<file path="src/rtl/op_key_conditioner.sv">
// op_key_conditioner
//   Front end of the pulse timer. Turns the raw OP push-button into the OP
//   clear/start level that the timer consumes. It also watches the timer's Mo
//   output and uses it to end the run.
//   Btn path: synchroniser -> debouncer -> rising-edge detect -> run-control FSM.
//   Mo path:  synchroniser -> run-control FSM.
//
// Optional feature (macro OP_WATCHDOG_EN):
//   Adds a RUN-state timeout. After WD_CYCLES cycles in RUN without Mo, the
//   run is abandoned and the sticky Err output is raised. Without the macro,
//   Err is tied to 0 and RUN waits indefinitely for Mo.
//
// Ports
//   Clk       in   system clock; all state changes on the rising edge
//   Rst_n     in   synchronous reset, active low
//   Btn       in   raw push-button (asynchronous, active high)
//   Mo        in   timer done level (asynchronous to Clk)
//   OP        out  1 = timer held cleared, 0 = timer running
//   Press     out  one-cycle pulse when a debounced press is accepted
//   Done      out  one-cycle pulse when the run completes on Mo
//   Busy      out  high while the FSM is in RUN
//   Err       out  sticky watchdog error
//   fsm_state out  current FSM state, for debug (0 IDLE, 1 RUN, 2 DONE, 3 REL)
//
// Handshake/timing
//   There is no valid/ready handshake on this block. Press is a strobe that is
//   registered on the IDLE->RUN transition. OP, Busy and Done are registered
//   decodes of the current state, so they lag the state register by one cycle:
//     Btn -> Press : SYNC_STAGES + DB_CYCLES + 1 cycles
//     Mo  -> OP=1  : SYNC_STAGES + 2 cycles
module op_key_conditioner #(
  parameter int SYNC_STAGES = 2,
  parameter int DB_W        = 16,
  parameter int DB_CYCLES   = 50000,
  parameter int WD_W        = 24,
  parameter int WD_CYCLES   = 10000000
) (
  input  logic       Clk,
  input  logic       Rst_n,
  input  logic       Btn,
  input  logic       Mo,
  output logic       OP,
  output logic       Press,
  output logic       Done,
  output logic       Busy,
  output logic       Err,
  output logic [1:0] fsm_state
);

  typedef enum logic [1:0] {
    IDLE = 2'd0,
    RUN  = 2'd1,
    DONE = 2'd2,
    REL  = 2'd3
  } state_t;

  localparam logic [DB_W-1:0] DB_LAST = DB_W'(DB_CYCLES - 1);

  state_t                 state, state_nxt;
  logic [SYNC_STAGES-1:0] btn_sync;
  logic [SYNC_STAGES-1:0] mo_sync;
  logic                   btn_s;
  logic                   mo_s;
  logic [DB_W-1:0]        db_cnt;
  logic                   btn_db;
  logic                   btn_db_q;
  logic                   rise;
  logic                   wd_hit;

  assign btn_s     = btn_sync[SYNC_STAGES-1];
  assign mo_s      = mo_sync[SYNC_STAGES-1];
  assign rise      = btn_db & ~btn_db_q;
  assign fsm_state = state;

  // Synchronisers and debouncer. The counter only runs while the synchronised
  // key disagrees with the debounced level. Any agreement restarts it, so a
  // glitch shorter than DB_CYCLES can never flip btn_db.
  always_ff @(posedge Clk) begin
    if (!Rst_n) begin
      btn_sync <= '0;
      mo_sync  <= '0;
      db_cnt   <= '0;
      btn_db   <= 1'b0;
      btn_db_q <= 1'b0;
    end else begin
      btn_sync <= {btn_sync[SYNC_STAGES-2:0], Btn};
      mo_sync  <= {mo_sync[SYNC_STAGES-2:0], Mo};
      btn_db_q <= btn_db;
      if (btn_s == btn_db) begin
        db_cnt <= '0;
      end else if (db_cnt == DB_LAST) begin
        btn_db <= btn_s;
        db_cnt <= '0;
      end else begin
        db_cnt <= db_cnt + 1'b1;
      end
    end
  end

`ifdef OP_WATCHDOG_EN
  localparam logic [WD_W-1:0] WD_LAST = WD_W'(WD_CYCLES - 1);

  logic [WD_W-1:0] wd_cnt;
  logic            err_q;

  assign wd_hit = (wd_cnt == WD_LAST);
  assign Err    = err_q;

  // The counter is held at zero outside RUN, so it always starts from zero
  // when RUN is entered.
  always_ff @(posedge Clk) begin
    if (!Rst_n) begin
      wd_cnt <= '0;
      err_q  <= 1'b0;
    end else begin
      if (state != RUN) wd_cnt <= '0;
      else              wd_cnt <= wd_cnt + 1'b1;
      if (state == RUN && !mo_s && wd_hit) err_q <= 1'b1;
    end
  end
`else
  logic unused_wd;
  assign unused_wd = ^{WD_W, WD_CYCLES};
  assign wd_hit    = 1'b0;
  assign Err       = 1'b0;
`endif

  // Next-state logic. In IDLE, mo_s is a stale level from the previous run,
  // so it is ignored there; only a fresh press starts a run.
  always_comb begin
    state_nxt = state;
    case (state)
      IDLE:    if (rise) state_nxt = RUN;
      RUN: begin
        if (mo_s)        state_nxt = DONE;
        else if (wd_hit) state_nxt = REL;
      end
      DONE:    state_nxt = REL;
      REL:     if (!btn_db) state_nxt = IDLE;
      default: state_nxt = IDLE;
    endcase
  end

  // State register and registered outputs.
  always_ff @(posedge Clk) begin
    if (!Rst_n) begin
      state <= IDLE;
      OP    <= 1'b1;
      Press <= 1'b0;
      Done  <= 1'b0;
      Busy  <= 1'b0;
    end else begin
      state <= state_nxt;
      OP    <= (state != RUN);
      Busy  <= (state == RUN);
      Done  <= (state == DONE);
      Press <= (state == IDLE) && rise;
    end
  end

endmodule

</file>
<file path="config.mk">
export PLATFORM = sky130hd
export DESIGN_NAME = op_key_conditioner
export DESIGN_NICKNAME = d
export VERILOG_FILES = /design/src/rtl/op_key_conditioner.sv
export SDC_FILE = /design/constraint.sdc
export NUM_CORES = 1
export LEC_CHECK = 0
export BUFFER_PORTS_ARGS = -buffer_cell sky130_fd_sc_hd__buf_2
export CORE_MARGIN = 8
export CORE_UTILIZATION = 60
export CTS_BUF_LIST = sky130_fd_sc_hd__clkbuf_4 sky130_fd_sc_hd__clkbuf_8
export CTS_CLUSTER_DIAMETER = 30
export DETAILED_ROUTE_END_ITERATION = 16
export PLACE_DENSITY = 0.86
export SYNTH_ARGS = -nofsm -noshare
export SYNTH_HDL_FRONTEND = slang
export SYNTH_SLANG_ARGS = --single-unit
</file>
<file path="constraint.sdc">
create_clock -name Clk -period 1.9 [get_ports Clk]
set_input_delay 0.19 -clock Clk [delete_from_list [all_inputs] [get_ports Clk]]
set_output_delay 0.19 -clock Clk [all_outputs]
set_load 0.01 [all_outputs]
</file>
* Word level (Yosys, flattened, before mapping)
Index checks and enable logic that the tools add are counted.
Widths: inputs -> output; s select.
** Storage, ports and cells
- Register bits :: 28
- Bits of input ports :: 4
- Output and inout bits :: 7
- Logic and storage cells :: 33
** Operators by class
- Add/subtract/negate cells :: 1
- Equality and inequality tests :: 9
- Mux-type cells :: 4
- Bitwise logic cells :: 4
- Reductions and logical operators :: 5
** Operators with widths (number)
- $add 16x1->16 const B :: 1
- $eq 16x16->1 const B :: 1
- $pmux 2 s4 :: 1
- $mux 2 :: 3
- $ne 2x2->1 const B :: 3
- $eq 2x2->1 const B :: 2
- $not 1->1 :: 3
- $reduce_and 3->1 :: 1
- $reduce_or 3->1 :: 1
- $eq 2x1->1 const B :: 1
- $logic_not 2->1 :: 1
- $ne 2x1->1 const B :: 1
- $reduce_and 2->1 :: 1
- $and 1x1->1 :: 1
- $eq 1x1->1 :: 1
- $logic_and 1x1->1 :: 1

* Depth between registers and ports, before layout
Gate-level depths: netlist of run 1.
- Word-level depth :: 4
- Gate-level depth with buffers :: 6
- Mapped depth without buffers :: 5

* Worst setup path before layout of run 1
Ideal clock, no wire load.
- Kind :: flip-flop to flip-flop
- Start :: register state[1] (netlist: fsm_state[1])
- End :: register state[1] (netlist: fsm_state[1])
- Library setup time :: 0.114 ns
- Arrival :: 1.377 ns
- Data required time :: 1.786 ns
- Path slack :: 0.409 ns
- Stages on the path, launching flop included :: 6
- Buffers on the path :: 0
- Period minus slack after synthesis :: 1.491 ns
- Path through :: dfxtp_1 > inv_1 > ha_1 > a222oi_1 > mux2i_1 > nor2_1
** On the way
- Longest elaborated chain between the ends :: 3
- Elaborated cells on any way between the ends :: 9
- Those cells by class :: eq/ne: 6; mux: 1; reduce/logical: 2
** RTL lines
- from (decl) :: line 59 : state_t state, state_nxt;
- from (signal assigned) :: line 153 : state <= state_nxt;
- $eq 2x2->1, or another cell as far along :: line 132 : case (state)
- $ne 2x2->1 (no source line)
- $reduce_and 3->1 (no source line)
Parallel ways exist; a longest one is shown, timed or not.
A chain may end at the register's enable or synchronous reset.

* Worst setup path in the final report of run 1
- Start :: register db_cnt[0]
- End :: register db_cnt[7]
** On the way
- Longest elaborated chain between the ends :: 2
- Elaborated cells on any way between the ends :: 3
- Those cells by class :: add/sub: 1; eq/ne: 1; reduce/logical: 1
** RTL lines
- from (decl) :: line 64 : logic [DB_W-1:0] db_cnt;
- from (signal assigned) :: line 95 : db_cnt <= db_cnt + 1'b1;
- parallel branches: the longest is 2 deep, another holds $add 16x1->16
Several ways; the timed one is not identified.

==> key figures, run 1 <==
Run status
  – Outcome: finished, final reports clean

Setup path
  – CP required: 2.12 ns
  – Startpoint types: flop
  – Slowest cell on crit path: dfxtp_1
  – Setup slack, reg-to-reg: 0.27 ns
  – Crit path launch: db_cnt[0]$_SDFF_PP0_
  – CP Class: reg -> reg
  – R2R Path End: db_cnt[7]$_SDFF_PP0_
  – CP cell instances: ha_1 > and3_1 > nand4_1 > nand3_2 > nor2_1
  – CP Capture Type: flop
  – Reg2reg start: db_cnt[0]$_SDFF_PP0_
  – Critical Path Max Stage Delay: 0.42 ns
  – Reg2Reg Depth: 5
  – Worst path arrival time: 1.85 ns
  – Max FO, Critical Path: 16

Yosys
  – Mapped Cells: 124
  – Async SR Flop Fraction: 0%
  – Cell taking the most area after synthesis: dfxtp_1
  – Post-Syn Area: 1222 um^2
  – Distinct cell type count of the synthesized netlist: 30
  – Synth Area per Inst: 9.858 um^2
  – Synth warn: 0
  – Synth cell count leaders: dfxtp_1 (28), nor2_1 (12), xnor2_1 (12)
  – #FFs+latches synth: 28
  – Main synth FF type: dfxtp_1
  – Count leader, synth: dfxtp_1
  – Number of synthesized flops with an enable pin: 0
  – Largest cells by area after synthesis: dfxtp_1 (46%), xnor2_1 (8.6%), ha_1 (6.1%), nor2_2 (4.6%), nor2_1 (3.7%)
  – Register area share after synthesis: 45.85%
  – Net Count, Synth: 134
  – Top-area cell type share of the netlist area: 45.85%

Clock network
  – Max Root-Sink Buffers: 2
  – Clock slew at reported path FFs: 0.14 ns
  – Worst skew pair latency: 0.34 ns
  – CTS tree: done
  – CTS buffer count: 3
  – CTS root buf: clkbuf_4
  – Post-cts resize count: 0
  – H-tree levels: 1
  – Cts hold-fix bufs: 0
  – Post-CTS setup buffers: 0
  – Sink Count: 28

Route
  – DRC Markers: 0
  – DRT Wirelength: 1943 um
  – Via count: 849
  – WL/cell: 12.07 um
  – 1st-pass router iterations: 4
  – DR vias/cell: 5.273
  – 1st-iter DRT viols: 15
  – ANT nets after route: 0

Worst hold path
  – HP Start: Btn
  – Hold Path Class: in -> reg
  – Worst Hold End: btn_sync[0]$_SDFF_PN0_
  – Worst hold stages: 2

GRT
  – Number of global-route vias before repair: 839
  – GRT overflow: 0
  – First-pass GRT wire length: approximately 3600 um
  – Initial antenna violation count: 0
  – Total global-route track usage: between 10% and 20%
  – Pin count of the biggest net entering global routing: 17

Floorplan
  – FP Rows: 16
  – Die ar.: 3737 um^2
  – I/O pins: 11
  – Die X: ~60 um
  – CORE AREA: ~2000 um^2
  – Starting Density: 62.95%
  – Die Ht: about 61 um

Flow run
  – Max-Cap Viols: 0

STA
  – RSZ-0062 raised after global routing: no
  – Slew margin rel.: 65.45%
  – Final setup violation count: 0
  – Clock skew: 0.009656 ns
  – Crit path time final: 1.631 ns
  – Fin. Hold Viols: 0
  – Worst-Margin Slew: 0.5183 ns
  – Fmax: 0.6129 GHz
  – Final count of pins violating max slew: 0
  – Setup tns final: 0 ns
  – Fin crit share: 85.87%

Placement
  – GPL Wtd Cong: 0.7932
  – # port buffers: 9
  – DP Wirelength: 1430 um

Final layout
  – Share of cells above drive strength 1: 20.90%
  – Final net count: 145
  – Diode count: 0
  – P&R area growth vs syn: 8.598%

Power and ir drop
  – Power Dens Cells: 816.0 nW/um^2
  – VDD IR max: approximately 0.85 mV
  – Power Total: 1.083 mW
  – Static Leak: 0.4587 nW
layer usage:
layer | GRT usage, % | vias up | part of all wire [%]
met5 | 0 | - | 0
met4 | 7.641 | 0 | 2.2
met3 | 5.219 | 5 | 5.6
met2 | 19.85 | 11 | 47
met1 | 14.91 | 404 | 45
li1 | - | 429 | -
report_power, final:
group          internal, mW  switching, mW
clock network         0.214          0.170
logic                0.0374         0.0475
registers             0.604         0.0110
total                 0.855          0.228
layout by cell type (no fill, tap or decap):
cell / count
dfxtp_1: 28
nor2_1: 12
xnor2_1: 12
inv_1: 10
nor2_2: 9
buf_2: 9
and2_1: 6
ha_1: 6
nand2_1: 5
nand3_1: 5
nand4_1: 3
xor2_1: 3
nor4_2: 3
nor3_1: 3
clkbuf_4: 3
nor4bb_1: 2
nor4_1: 2
and3_1: 1
nor4b_1: 1
nand3_2: 1
nand4_2: 1
nand3_4: 1
o21ai_0: 1
nor3b_1: 1
nand2b_1: 1
a222oi_1: 1
mux2i_1: 1
a211oi_1: 1
conb_1: 1
bufinv_16: 1
state kept, by name (all words and copies together) (netlist names), 2 cells and up:
signal     flops
btn_sync       2
db_cnt        16
fsm_state      2
mo_sync        2
cells by family (layout without fill, tap and decap cells):
| group | Yosys count | count (layout) | share of synthesized area, % |
|---|---|---|---|
| AOI/OAI and AO/OA | 3 | 3 | 1.842 |
| xor gates and xnor gates | 15 | 15 | 10.75 |
| adders and majority gates | 6 | 6 | 6.141 |
| buffers and inverters | 13 | 23 | 5.220 |
| DFF | 28 | 28 | 45.85 |
| muxes | 1 | 1 | 0.8189 |
| other | 1 | 1 | 0.3068 |
| and+or+nand+nor | 57 | 57 | 29.07 |
layout make-up:
cell class	count	area (um^2)
clock buffers	3	22.52
clock inverters	1	30.03
fillers	160	614.3
inverters	10	37.54
multi-input cells	83	598.1
flip-flops and latches	28	560.5
well taps	27	33.78
repair buffers	9	45.04
critical path, delay by kind of cell, from the launching register on:
family                   cells  cell delay (ns)
flip-flops                   1             0.42
adder cells (fa/ha/maj)      1             0.23
AND/OR/NAND/NOR              4             0.89
how the worst max path moves through the flow:
stage	cells past startpoint	slack, ns	end
after floorplan	5	0.41	fsm_state[1]$_SDFFE_PN0P_
after global placement	4	0.36	db_cnt[3]$_SDFF_PP0_
after detailed placement	5	0.28	db_cnt[7]$_SDFF_PP0_
after CTS	5	0.26	db_cnt[7]$_SDFF_PP0_
after global routing	5	0.15	db_cnt[14]$_SDFF_PP0_
final	5	0.27	db_cnt[7]$_SDFF_PP0_
per-stage QoR:
stage / instances / hold slack [ns] / util [%] / setup slack, ns / instance area [um^2]
2_1_floorplan: 124 / 0.3173 / - / 0.4088 / 1222
3_5_place_dp: 157 / 0.4012 / 65.66 / 0.2808 / 1275
4_1_cts: 161 / 0.04090 / 68.36 / 0.2581 / 1328
3_3_place_gp: 157 / 0.3990 / 65.66 / 0.3561 / 1275
6_report: 161 / 0.05356 / 68.36 / 0.2685 / 1328
5_1_grt: 161 / 0.01840 / 68.36 / 0.1457 / 1328
No activity file was read; power rests on OpenSTA's default activity.
==> run 2: changes to the inputs <==
Settings changed: CORE_UTILIZATION 60 to 54, PLACE_DENSITY 0.86 to 0.82.
Clock period 1.9 ns to 1.45 ns, I/O delays scaled along.
==> key figures, run 2 (synthesis gave the netlist of run 1 again) <==
Clock network
  – Max Root-Sink Buffers: 2 (unchanged)
  – CTS root buf: clkbuf_4
  – H-tree levels: 1 (unchanged)
  – CTS buffer count: 3 (unchanged)
  – Sink Count: 28 (unchanged)
  – CTS tree: done
  – Clock slew at reported path FFs: 0.14 ns (about the same)
  – Worst skew pair latency: 0.33 ns (about the same)

Final layout
  – Register with the most flip-flops: db_cnt
  – Most frequent cells in the layout: dfxtp_1 (25), nor2_1 (12), xnor2_1 (12), nor2_2 (9), buf_2 (9)
  – Diode count: 0 (unchanged)
  – Share of cells above drive strength 1: 34.03% (+13 points)
  – Finished Core Util: 68.63% (+0.26 points)
  – Final net count: 155 (+6.9%)
  – P&R area growth vs syn: 21.80%
  – Max reg flops: 16 (unchanged)
  – Commonest non-fill, non-tap cell in the layout: dfxtp_1

Placement
  – DP Wirelength: 1533 um (+7.2%)
  – # port buffers: 9 (unchanged)
  – GPL Wtd Cong: 0.8073 (+1.8%)

Floorplan
  – Starting Density: 56.34% (-6.6 points)
  – FP Rows: 17 (+1)
  – I/O pins: 11 (unchanged)
  – CORE AREA: 2170 um^2 (+12%)
  – Die ar.: 4042 um^2 (+8.2%)
  – Die Ht: 63.58 um (+4.0%)
  – Die X: 63.58 um (+4.0%)

Worst hold path
  – Hold Path Class: in -> reg
  – HP Start: Mo
  – Worst Hold End: mo_sync[0]$_SDFF_PN0_
  – Worst hold stages: 2 (unchanged)

STA
  – RSZ-0062 raised after global routing: yes
  – Crit path time final: 1.499 ns (-0.1325 ns)
  – Fin. Hold Viols: 0 (unchanged)
  – Clock skew: 0.002494 ns (-0.007162 ns)
  – Final hold slack: 0.02911 ns (-0.02445 ns)
  – Setup ws final: -0.04895 ns (-0.3175 ns)
  – Final setup violation count: 1 (+1)
  – Fmax: 0.6671 GHz (+8.8%)
  – Final count of pins violating max slew: 0 (unchanged)
  – Setup tns final: -0.04895 ns (-0.04895 ns)
  – Fin crit share: 103.4% (+18 points)

Setup path
  – CP cell instances: ha_4 > a222oi_1 > buf_4 > mux2i_1 > nor2_1
  – CP Class: reg -> reg
  – Max FO, Critical Path: 5 (-11)
  – Critical Path Max Stage Delay: 0.41 ns (about the same)
  – Reg2reg start: fsm_state[0]$_SDFFE_PN0P_
  – CP Capture Type: flop
  – Setup slack, reg-to-reg: -0.05 ns (-0.32 ns)
  – Crit path launch: fsm_state[0]$_SDFFE_PN0P_
  – Reg2Reg Depth: 5 (unchanged)
  – Startpoint types: flop
  – Buf+Inv Stages, Crit Path: 1 (+1)
  – Slowest cell on crit path: dfxtp_4
  – CP required: 1.68 ns (-0.44 ns)
  – Worst path arrival time: 1.73 ns (-0.12 ns)
  – R2R Path End: fsm_state[1]$_SDFFE_PN0P_
  – Cell family with most CP delay: flip-flops

Route
  – WL/cell: 13.20 um (+9.4%)
  – DRT Wirelength: 2271 um (+17%)
  – DR vias/cell: 5.262 (-0.22%)
  – 1st-iter DRT viols: 17 (+2)
  – ANT nets after route: 0 (unchanged)
  – 1st-pass router iterations: 5 (+1)
  – Via count: 905 (+6.6%)
  – DRC Markers: 0 (unchanged)

GRT
  – Pin count of the biggest net entering global routing: 17 (unchanged)
  – First-pass GRT wire length: 3670 um (+2.9%)
  – Number of global-route vias before repair: 926 (+10%)
  – GRT overflow: 0 (unchanged)
  – Total global-route track usage: 11.05% (-2.0 points)
  – Initial antenna violation count: 0 (unchanged)

Power and ir drop
  – VDD IR max: 0.9167 mV (+7.6%)
  – Power Total: 1.350 mW (+25%)
  – Static Leak: 0.5323 nW (+16%)
  – Power Dens Cells: 906.9 nW/um^2 (+11%)

Run status
  – Outcome: finished, violations left
  – Failing checks: negative setup slack

Flow run
  – Max-Cap Viols: 0 (unchanged)
==> run 2: cell count changes in the layout (fill, tap and decap cells not counted), sizes merged <==
| cell | previous run | this run |
|---|---|---|
| buf | 9 | 18 |
| bufinv | 1 | 0 |
| clkbuf | 3 | 4 |
| dlygate4sd3 | 0 | 1 |
==> run 2: per-layer routing <==
layer | GRT usage [%] | share of wire (%) | up-vias
met3 | 3.180 | 3.7 | 6
met2 | 19.77 | 51 | 16
met1 | 10.77 | 43 | 435
met4 | 7.242 | 2.2 | 0
li1 | - | - | 448
met5 | 0 | 0 | -
==> run 2: through the flow <==
step / setup slack [ns] / std cells / instance area [um^2]
after floorplan: 0.001851 / 124 / 1225
after global placement: 0.009569 / 164 / 1336
after detailed placement: -0.1449 / 164 / 1336
after CTS: -0.01231 / 170 / 1388
after global routing: -0.1100 / 172 / 1489
final: -0.04895 / 172 / 1489
==> run 2: worst max-delay path by stage <==
stage	end	slack (ns)	cells after the start
after global placement	fsm_state[1]$_SDFFE_PN0P_	0.01	5
after CTS	db_cnt[12]$_SDFF_PP0_	-0.01	5
final	fsm_state[1]$_SDFFE_PN0P_	-0.05	5
after floorplan	fsm_state[1]$_SDFFE_PN0P_	0.002	5
after global routing	fsm_state[1]$_SDFFE_PN0P_	-0.11	5
after detailed placement	fsm_state[1]$_SDFFE_PN0P_	-0.14	5
==> run 2: layout make-up <==
cell class / instances / area [um^2]
Inverter: 10 / 42.54
Sequential cell: 28 / 569.3
Timing Repair Buffer: 19 / 135.1
Clock buffer: 4 / 36.28
Fill cell: 155 / 680.7
Tap cell: 28 / 35.03
Multi-Input combinational cell: 83 / 670.6
==> run 2: what timing repair did <==
item                                    CTS  global route
pin swaps                                 1             2
gates resized for setup                   0            19
hold buffers                              0             1
endpoints found under the setup margin    4             9
buffers inserted                          2             1
hold endpoints to repair                  0             1
==> run 2: where the power goes <==
group / total, mW / internal (mW) / switching (mW)
Combinational: 0.155 / 0.0801 / 0.0749
Clock: 0.375 / 0.154 / 0.222
Sequential: 0.820 / 0.794 / 0.0258
==> run 3: changes to the inputs <==
Settings changed: CORE_UTILIZATION 54 to 51, CTS_BUF_LIST sky130_fd_sc_hd__clkbuf_4 sky130_fd_sc_hd__clkbuf_8 to default, PLACE_DENSITY 0.82 to 0.79.
==> key figures, run 3 (synthesis gave the netlist of run 1 again) <==
Run status
  – Outcome: finished, violations left
  – Failing checks: negative setup slack

Power and ir drop
  – Static Leak: 0.5636 nW (+5.9%)
  – Internal power: 1.158 mW (+13%)
  – Power Dens Cells: 982.4 nW/um^2 (+8.3%)
  – Seq pwr share: 54.3% (-6.4 points)
  – Switch share: 23.39% (-0.48 points)
  – Clock share of power: 34.0% (+6.2 points)
  – Logic pwr share: 11.7% (+0.2 points)
  – Net Switching: 0.3536 mW (+9.7%)
  – VDD IR max: 0.8704 mV (-5.1%)

Final layout
  – Most frequent cells in the layout: dfxtp_1 (23), nor2_1 (12), xnor2_1 (12), nor2_2 (9), buf_2 (9)
  – Max reg flops: 16 (unchanged)
  – Diode count: 0 (unchanged)
  – Share of cells above drive strength 1: 37.93% (+3.9 points)
  – Non-filler cells, final: 173 (+0.58%)
  – Commonest non-fill, non-tap cell in the layout: dfxtp_1
  – P&R area growth vs syn: 25.90%
  – Final net count: 156 (+0.65%)
  – Register with the most flip-flops: db_cnt

STA
  – Setup ws final: -0.02092 ns (+0.02802 ns)
  – Fin crit share: 101.4% (-1.9 points)
  – Crit path time final: 1.471 ns (-0.02802 ns)
  – RSZ-0062 raised after global routing: yes
  – Fin. Hold Viols: 0 (unchanged)
  – Fmax: 0.6798 GHz (+1.9%)
  – Final setup violation count: 1 (unchanged)
  – Clock skew: 0.02296 ns (+0.02047 ns)
  – Final count of pins violating max slew: 0 (unchanged)

Setup path
  – Startpoint types: flop
  – Crit path launch: fsm_state[0]$_SDFFE_PN0P_
  – Reg2Reg Depth: 5 (unchanged)
  – CP Class: reg -> reg
  – R2R Path End: fsm_state[1]$_SDFFE_PN0P_
  – Max FO, Critical Path: 5 (unchanged)
  – Reg2reg start: fsm_state[0]$_SDFFE_PN0P_
  – Setup slack, reg-to-reg: -0.02 ns (+0.03 ns)
  – CP required: 1.68 ns (about the same)
  – CP Capture Type: flop
  – Worst path arrival time: 1.70 ns (-0.03 ns)

Clock network
  – Sink Count: 28 (unchanged)
  – Clock slew at reported path FFs: 0.16 ns (+0.02 ns)
  – CTS tree: done
  – Max Root-Sink Buffers: 2 (unchanged)
  – CTS buffer count: 3 (unchanged)
  – Worst skew pair latency: 0.34 ns (about the same)
  – H-tree levels: 1 (unchanged)
  – CTS root buf: clkbuf_4

Worst hold path
  – HP Start: Rst_n
  – Worst hold stages: 2 (unchanged)
  – Worst Hold End: btn_sync[1]$_SDFF_PN0_
  – Hold Path Class: in -> reg

Floorplan
  – Starting Density: 54.73% (-1.6 points)
  – I/O pins: 11 (unchanged)
  – FP Rows: 17 (unchanged)
  – Die Ht: 64.96 um (+2.2%)
  – Die ar.: 4220 um^2 (+4.4%)
  – Die X: 64.96 um (+2.2%)
  – CORE AREA: 2233 um^2 (+2.9%)

Route
  – DRT Wirelength: 2636 um (+16%)
  – Via count: 903 (-0.22%)
  – DRC Markers: 0 (unchanged)
  – DR vias/cell: 5.220 (-0.80%)
  – WL/cell: 15.24 um (+15%)
  – 1st-pass router iterations: 4 (-1)
  – 1st-iter DRT viols: 26 (+9)
  – ANT nets after route: 0 (unchanged)

Placement
  – Setup WS pre-CTS: -0.2324 ns (-0.08744 ns)
  – # port buffers: 9 (unchanged)
  – GPL Wtd Cong: 0.7987 (-1.1%)
  – DP Wirelength: 1679 um (+9.5%)
  – Dpl cells: 164 (unchanged)

GRT
  – Total global-route track usage: 11.70% (+0.66 points)
  – Initial antenna violation count: 0 (unchanged)
  – First-pass GRT wire length: 3864 um (+5.3%)
  – Number of global-route vias before repair: 825 (-11%)
  – GRT overflow: 0 (unchanged)
  – Pin count of the biggest net entering global routing: 17 (unchanged)

Flow run
  – Max-Cap Viols: 0 (unchanged)
run 3: how the worst max path moves through the flow:
stage	cells past startpoint	slack, ns	end
final	5	-0.02	fsm_state[1]$_SDFFE_PN0P_
after global routing	5	-0.05	fsm_state[1]$_SDFFE_PN0P_
after CTS	6	0.007	fsm_state[0]$_SDFFE_PN0P_
after detailed placement	5	-0.23	fsm_state[0]$_SDFFE_PN0P_
after global placement	5	0.005	fsm_state[1]$_SDFFE_PN0P_
after floorplan	5	0.002	fsm_state[1]$_SDFFE_PN0P_
run 3: critical path, cell delays in order, from the launching register on:
cell,delay (ns)
dfxtp_4,0.42
ha_4,0.16
a222oi_1,0.36
buf_4,0.19
mux2i_1,0.17
nor2_1,0.05
run 3: layer usage:
layer	routed length (um)	global-route usage, %	up-vias	part of all wire [%]
met1	1030	12.26	436	39
met4	64	6.540	0	2.4
met5	0	0	-	0
li1	-	-	448	-
met2	1461	21.12	12	55
met3	79	2.577	7	3.0
run 3: cell type report:
cell class                      count  area [um^2]
Inverter                           10        40.04
Tap cell                           28        35.03
Fill cell                         176        694.4
Sequential cell                    28        571.8
Clock inverter                      1        30.03
Timing Repair Buffer               20        145.1
Multi-Input combinational cell     83        694.4
Clock buffer                        3        22.52
run 3: what timing repair did:
item	in CTS	in global routing
cloned	0	0
setup endpoints to repair	18	17
hold buffers	0	2
endpoints found under the hold margin	0	2
buffers inserted	3	0
pin swaps	1	4
gates resized for setup	2	22
run 3: power groups by stage:
stage / Clock [mW] / Sequential [mW] / Combinational (mW)
global placement: 0 / 0.822 / 0.110
global route: 0.554 / 0.826 / 0.191
CTS: 0.513 / 0.808 / 0.160
finish: 0.515 / 0.821 / 0.176
detailed placement: 0 / 0.825 / 0.129
floorplan: 0 / 0.831 / 0.0742
run 3: stage by stage:
stage / setup TNS [ns] / area, um^2 / util, % / power (mW) / hold WS, ns
floorplan: 0 / 1225 / - / 0.9054 / 0.2723
global placement: 0 / 1336 / 59.83 / 0.9323 / 0.3491
detailed placement: -0.3989 / 1336 / 59.83 / 0.9543 / 0.3627
CTS: 0 / 1423 / 63.70 / 1.481 / 0.007089
global route: -0.1246 / 1539 / 68.91 / 1.571 / 0.1323
finish: -0.02092 / 1539 / 68.91 / 1.512 / 0.1344
